`src/rtl/wir_shift_sequencer.sv`:
```
// wir_shift_sequencer
//   Loads an instruction into a serial Wrapper Instruction Register (WIR). The accepted
//   opcode is shifted out LSB first (instr[1] first) while the old WIR contents are shifted
//   back in on wir_so and reported on prev_instr. Every output is registered: each is
//   computed from next-state values so it is valid for the whole state it belongs to.
//
//   Optional feature: define WIR_CAPTURE_EN to insert a one-cycle CAPTURE state before
//   SHIFT. The WIR then captures first, so prev_instr shows the captured value. Without
//   it, CAPTURE is never entered and wir_capture is tied low.
//
// Ports
//   CLK          in   sole clock, rising edge
//   resetn       in   synchronous active-low reset
//   start        in   load request, only sampled in IDLE
//   abort        in   cancels a load in CAPTURE or SHIFT
//   instr        in   [SIZE:1] opcode, captured on the accepted start
//   wir_so       in   WIR serial out (readback)
//   wir_si       out  WIR serial in
//   wir_shift    out  WIR shift strobe
//   wir_capture  out  WIR capture strobe
//   wir_update   out  WIR update strobe
//   WRSTN        out  WIR reset, active-low, low for one cycle after a reset edge
//   busy         out  high in every state except IDLE
//   done         out  one-cycle pulse when a load completes
//   prev_instr   out  [SIZE:1] WIR contents shifted out by the last completed load
module wir_shift_sequencer #(
  parameter int unsigned SIZE = 12
) (
  input  logic          CLK,
  input  logic          resetn,
  input  logic          start,
  input  logic          abort,
  input  logic [SIZE:1] instr,
  input  logic          wir_so,
  output logic          wir_si,
  output logic          wir_shift,
  output logic          wir_capture,
  output logic          wir_update,
  output logic          WRSTN,
  output logic          busy,
  output logic          done,
  output logic [SIZE:1] prev_instr
);

  localparam int unsigned CW = $clog2(SIZE + 1);

  localparam logic [2:0] ST_IDLE    = 3'd0;
  localparam logic [2:0] ST_CAPTURE = 3'd1;
  localparam logic [2:0] ST_SHIFT   = 3'd2;
  localparam logic [2:0] ST_UPDATE  = 3'd3;
  localparam logic [2:0] ST_DONE    = 3'd4;

  logic [2:0]    r_state, w_state_nxt;
  logic [SIZE:1] r_sr, w_sr_nxt;
  logic [CW-1:0] r_cnt, w_cnt_nxt;
  logic [SIZE:1] r_prev_instr;
  logic          r_wir_si, r_wir_shift, r_wir_capture, r_wir_update;
  logic          r_wrstn, r_busy, r_done;
  logic          w_capture_nxt;

  always_comb begin
    w_state_nxt = r_state;
    w_sr_nxt    = r_sr;
    w_cnt_nxt   = r_cnt;
    case (r_state)
      ST_IDLE: begin
        // abort beats a simultaneous start
        if (start && !abort) begin
          w_sr_nxt  = instr;
          w_cnt_nxt = CW'(SIZE - 1);
`ifdef WIR_CAPTURE_EN
          w_state_nxt = ST_CAPTURE;
`else
          w_state_nxt = ST_SHIFT;
`endif
        end
      end
      ST_CAPTURE: begin
        w_state_nxt = abort ? ST_IDLE : ST_SHIFT;
      end
      ST_SHIFT: begin
        if (abort) begin
          w_state_nxt = ST_IDLE;
        end else begin
          // old WIR contents enter at the top while the opcode leaves at the bottom
          w_sr_nxt = {wir_so, r_sr[SIZE:2]};
          if (r_cnt == '0) begin
            w_state_nxt = ST_UPDATE;
          end else begin
            w_cnt_nxt = r_cnt - CW'(1);
          end
        end
      end
      ST_UPDATE: w_state_nxt = ST_DONE;
      ST_DONE:   w_state_nxt = ST_IDLE;
      default:   w_state_nxt = ST_IDLE;
    endcase
  end

`ifdef WIR_CAPTURE_EN
  assign w_capture_nxt = (w_state_nxt == ST_CAPTURE);
`else
  assign w_capture_nxt = 1'b0;
`endif

  always_ff @(posedge CLK) begin
    if (!resetn) begin
      r_state       <= ST_IDLE;
      r_sr          <= '0;
      r_cnt         <= '0;
      r_prev_instr  <= '0;
      r_wir_si      <= 1'b0;
      r_wir_shift   <= 1'b0;
      r_wir_capture <= 1'b0;
      r_wir_update  <= 1'b0;
      r_busy        <= 1'b0;
      r_done        <= 1'b0;
      r_wrstn       <= 1'b0;
    end else begin
      r_state       <= w_state_nxt;
      r_sr          <= w_sr_nxt;
      r_cnt         <= w_cnt_nxt;
      r_wir_si      <= (w_state_nxt == ST_SHIFT) ? w_sr_nxt[1] : 1'b0;
      r_wir_shift   <= (w_state_nxt == ST_SHIFT);
      r_wir_capture <= w_capture_nxt;
      r_wir_update  <= (w_state_nxt == ST_UPDATE);
      r_busy        <= (w_state_nxt != ST_IDLE);
      r_done        <= (w_state_nxt == ST_DONE);
      r_wrstn       <= 1'b1;
      // sr is stable through UPDATE, so it holds the complete readback here
      if (w_state_nxt == ST_DONE) begin
        r_prev_instr <= r_sr;
      end
    end
  end

  assign wir_si      = r_wir_si;
  assign wir_shift   = r_wir_shift;
  assign wir_capture = r_wir_capture;
  assign wir_update  = r_wir_update;
  assign WRSTN       = r_wrstn;
  assign busy        = r_busy;
  assign done        = r_done;
  assign prev_instr  = r_prev_instr;

endmodule

```
`config.mk`:
```
export PLATFORM = sky130hd
export DESIGN_NAME = wir_shift_sequencer
export DESIGN_NICKNAME = d
export VERILOG_FILES = /design/src/rtl/wir_shift_sequencer.sv
export SDC_FILE = /design/constraint.sdc
export NUM_CORES = 1
export LEC_CHECK = 0
export BUFFER_PORTS_ARGS = -buffer_cell sky130_fd_sc_hd__buf_2
export CAP_MARGIN = 20
export CORE_MARGIN = 8
export CORE_UTILIZATION = 51
export CTS_CLUSTER_DIAMETER = 120
export DETAILED_ROUTE_END_ITERATION = 10
export PLACE_DENSITY = 0.82
export SYNTH_ARGS = -nofsm -noshare
export SYNTH_HDL_FRONTEND = slang
export SYNTH_SLANG_ARGS = --single-unit
export TNS_END_PERCENT = 100
```
`constraint.sdc`:
```
create_clock -name CLK -period 2.09 [get_ports CLK]
set_input_delay 0.209 -clock CLK [delete_from_list [all_inputs] [get_ports CLK]]
set_output_delay 0.209 -clock CLK [all_outputs]
set_load 0.1 [all_outputs]
```
# == After elaboration in Yosys (flattened, before gate mapping) ==
# Cells that the tools add are included.
# classes
addsub,1
reduce_logical,9
n_eq_ne,9
mux,13
# op_table
operator,n
$mux 12,2
$pmux 12 s2,1
$eq 3x2->1 const B,4
$mux 4,3
$pmux 3 s4,1
$mux 3,3
$pmux 4 s2,1
$ne 2x2->1 const B,3
$logic_not 4->1,1
$reduce_and 4->1,1
$sub 4x1->4 const B,1
$eq 3x1->1 const B,1
$eq 3x3->1 const B,1
$logic_not 3->1,1
$reduce_and 3->1,1
$reduce_bool 3->1,1
$mux 2,1
$reduce_and 2->1,1
$reduce_bool 2->1,1
$logic_and 1x1->1,1
$logic_not 1->1,1
$mux 1,1
# word_totals
word_cells,43
reg_bits,37
out_inout_bits,19
in_bits,17

# == Logic depth before layout (Yosys ltp) ==
# logic_depth
depth_word,6
mapped_depth,7
mapped_depth_nobuf,6

# == Worst setup path after synthesis ==
# Ideal clock, no wire load.
# synth_path
kind,reg-to-reg
startpoint,register r_state[2]
endpoint,register r_wir_si (netlist: wir_si)
slack_ns,0.440
required_time_ns,1.957
t_arrival_ns,1.517
period_less_slack_ns,1.650
stages_incl_launch_ff,6
cell_sequence,dfxtp_1 -> or3_4 -> or2_0 -> clkbuf_1 -> a222oi_1 -> nor4_1
# synth_between
elab_chain_len,5
elab_cells_between_ends,11
# synth_rtl
item,line_no,text
"start, declared",53,"logic [2:0] r_state, w_state_nxt;"
"start signal, assigned",120,r_state <= w_state_nxt;
$mux 3,87,if (r_cnt == '0) begin
$mux 3,82,if (abort) begin
$pmux 3 s4,65,case (r_state)
$eq 3x2->1,123,r_wir_si <= (w_state_nxt == ST_SHIFT) ? w_sr_nxt[1] : 1'b0;
$reduce_and 2->1 (no source line),--,
"end signal, assigned",123,
"end, declared",57,"logic r_wir_si, r_wir_shift, r_wir_capture, r_wir_update;"
# Several ways; a longest one is shown, not always the timed one.
# A chain may end at the register's enable or synchronous reset.

# == Worst setup path after layout ==
# layout_path
startpoint,register r_cnt[0]
endpoint,register r_cnt[1]
# layout_between
elab_chain_len,4
elab_cells_between_ends,7
# layout_rtl
item,line_no,text
"start, declared",55,"logic [CW-1:0] r_cnt, w_cnt_nxt;"
"start signal, assigned",122,r_cnt <= w_cnt_nxt;
$sub 4x1->4,90,w_cnt_nxt = r_cnt - CW'(1);
$mux 4,87,
$mux 4,82,
$pmux 4 s2,65,
# Several ways; a longest one is shown, not always the timed one. The select of a mux whose other input is x is not followed.

==> flow_metrics.tcl <==
set metrics [dict create \
    pre_cts_slack_ns 0.296 \
    finalCritPeriodShare 0.866 \
    grt_usage 0.138 \
    syn_area_per_cell_um2 8.93 \
    clockBufferDepth 2 \
    die-width_um 69.6 \
    clock-sinks 37 \
    synth.top_cells.by_count "dfxtp_1 (37), nand2_1 (26), nor2_1 (16)" \
    htreeDepth 2 \
    drc 0 \
    worst_path_dominant_cell_family "simple AND/OR/NAND/NOR gates" \
    grt_overflow 0 \
    cp_max_fo 6 \
    max_slew_margin 0.622 \
    crit_chain "inv_1 -> ha_1 -> and4bb_2 -> nor3_1 -> nand3_1 -> o211a_1" \
    hold_viol_final 0 \
    drv_cap 0 \
    avgRoutedWirePerCell_um 14.5 \
    worst_setup_path_start_kind "flop" \
    critPathSlowestCell "nor3_1" \
    cts_buffers 5 \
    tightestPinTransition_ns 0.563 \
    worstSetupPathType "reg2reg" \
    period_minus_slack_ns 1.81 \
    yosysMostFrequentCell "dfxtp_1" \
    dr.pass1.iters 4 \
    ys_async_sr_fraction 0 \
    total_leakage_power_uw 0.000744 \
    cts.repair.resized 0 \
    fin_ws_ns 0.280 \
    grt_pass1_vias 1329 \
    vdd_drop_max_mv 0.590 \
    utilization 0.632 \
    insertion_delay_ns 0.34 \
    clock-skew-final_ns 0.00757 \
    initial_core_util 0.536 \
    rows 19 \
    tritoncts "built" \
    synth_edf_count 0 \
    synth.distinct_cells 31 \
    place.gp.congestion 0.786 \
    die-area_mm2 0.00484 \
    cp-end-kind "flop" \
    drive_gt1_frac 0.248 \
    syn_nets 183 \
    hp-class "in2reg" \
    cts_setup_buffers 0 \
    cpPeakStageDelay_ns 0.45 \
    worstPathArrival_ns 2.05 \
    pin_count 36 \
    viasPerCell 5.70 \
    ys_seq_area_frac 0.506 \
    synth.area.top_cells "dfxtp_1 (51%), a21boi_0 (6.7%), nand2_1 (6.7%), a221oi_1 (6.6%), o21ai_0 (4.4%)" \
    grt_pass1_wl_mm 5.62 \
    finalSetupViolCount 0 \
    required_ns 2.33 \
    cts-root-buf "clkbuf_4" \
    rsz0062_at_grt "no" \
    synth_top_cell_by_area "dfxtp_1" \
    synthToLayoutAreaGrowth_pct 17.8 \
    synthCells 164 \
    finalSetupTns_ns 0 \
    die_h_um 69.6 \
    fillerInstances 253 \
    fin_nets 220 \
    yosysTopAreaCellShare 0.506 \
    core_area_mm2 0.00273 \
    antenna_found_initial 0 \
    vias 1329 \
    grt_max_degree 36 \
    drt-total-wl_mm 3.37 \
    yosysWarnings 0 \
    ant_nets 0 \
    power_density_mw_per_mm2 733 \
    syn-cell-area_mm2 0.00147 \
    ys_ff_latch 37 \
    drtIter0Drc 116 \
    place_hpwl_mm 2.46 \
    postCtsHoldBufs 0 \
    fmax_mhz 552 \
    critPathBufInv 1 \
    total_power_uw 1270 \
    drv_slew 0 \
    port-buffer-count 34 \
    clk_pin_slew_ns 0.10 \
    n_antenna_cell 0 \
    status "finished, final reports clean" \
    ys.flop_type "dfxtp_1" \
]
[placed cells by master (no fill, tap or decap), drive strengths merged]
cell,instances
buf,41
dfxtp,37
nand2,26
nor2,16
o21ai,13
a21boi,13
a221oi,11
clkbuf,8
inv,5
and2,4
nor3,3
nor2b,3
a21oi,2
nand3,2
o41ai,2
ha,2
nor3b,2
nor4,2
or3,1
or2,1
and4bb,1
nand4,1
o211a,1
a31oi,1
a222oi,1
nand3b,1
nand2b,1
conb,1
[stage by stage]
step | instance area (um^2) | hold slack (ns) | std cells
floorplan | 1470 | 0.237 | 164
global placement | 1680 | 0.449 | 225
CTS | 1730 | 0.131 | 233
detailed placement | 1680 | 0.457 | 225
global route | 1730 | 0.136 | 233
finish | 1730 | 0.132 | 233
[cell type report]
cell class | instances | area, um^2 | share of cell area
flip-flops and latches | 37 | 741 | 0.429
multi-input cells | 111 | 657 | 0.380
repair buffers | 41 | 223 | 0.129
clock buffers | 8 | 48.8 | 0.0283
well taps | 31 | 38.8 | 0.0225
inverters | 5 | 18.8 | 0.0109
[worst paths after layout]
kind | start | end | slack [ns] | cells past startpoint
worst max-delay path | r_cnt[0]$_SDFFE_PN0P_ | r_cnt[1]$_SDFFE_PN0P_ | 0.28 | 6
worst min-delay path | instr[12] | r_sr[12]$_SDFFE_PN0P_ | 0.13 | 3
worst max register to register | r_cnt[0]$_SDFFE_PN0P_ | r_cnt[1]$_SDFFE_PN0P_ | 0.28 | 6
worst min register to register | r_sr[1]$_SDFF_PN0_ | prev_instr[1]$_SDFFE_PN0N_ | 0.47 | 2
[registers in the layout, summed over array words and instances (netlist names)]
name and count:
wir_shift 1, r_state 3, r_cnt 4, busy 1, prev_instr 12, wir_update 1
wir_si 1, r_sr 12, done 1, WRSTN 1
[logic make-up after synthesis]
family                   share of synthesized area
AO/OA/AOI/OAI                                0.213
AND/OR/NAND/NOR                              0.215
buffers and inverters                       0.0461
flip-flops                                   0.506
adder cells (fa/ha/maj)                     0.0171
other                                      0.00256
[power breakdown]
group          internal, uW  switching (uW)  leakage, uW
combinational          57.3             105     0.000416
sequential              732            20.8     0.000302
clock                   134             216    0.0000265
total                   924             342     0.000744
[per-layer routing]
layer  routed length (um)  track usage  part of all wire
met5                    0            0                 0
met3                  277       0.0558             0.082
met1                 1400        0.144              0.41
met4                   65       0.0638             0.019
met2                 1630        0.237              0.48
[tightest hold or removal path, delay by kind of cell]
kind                   cells  cell delay [ns]
buffers and inverters      1             0.07
AND/OR/NAND/NOR            1             0.10
AO/OA/AOI/OAI              1             0.06
(Power assumes the default switching activity.)
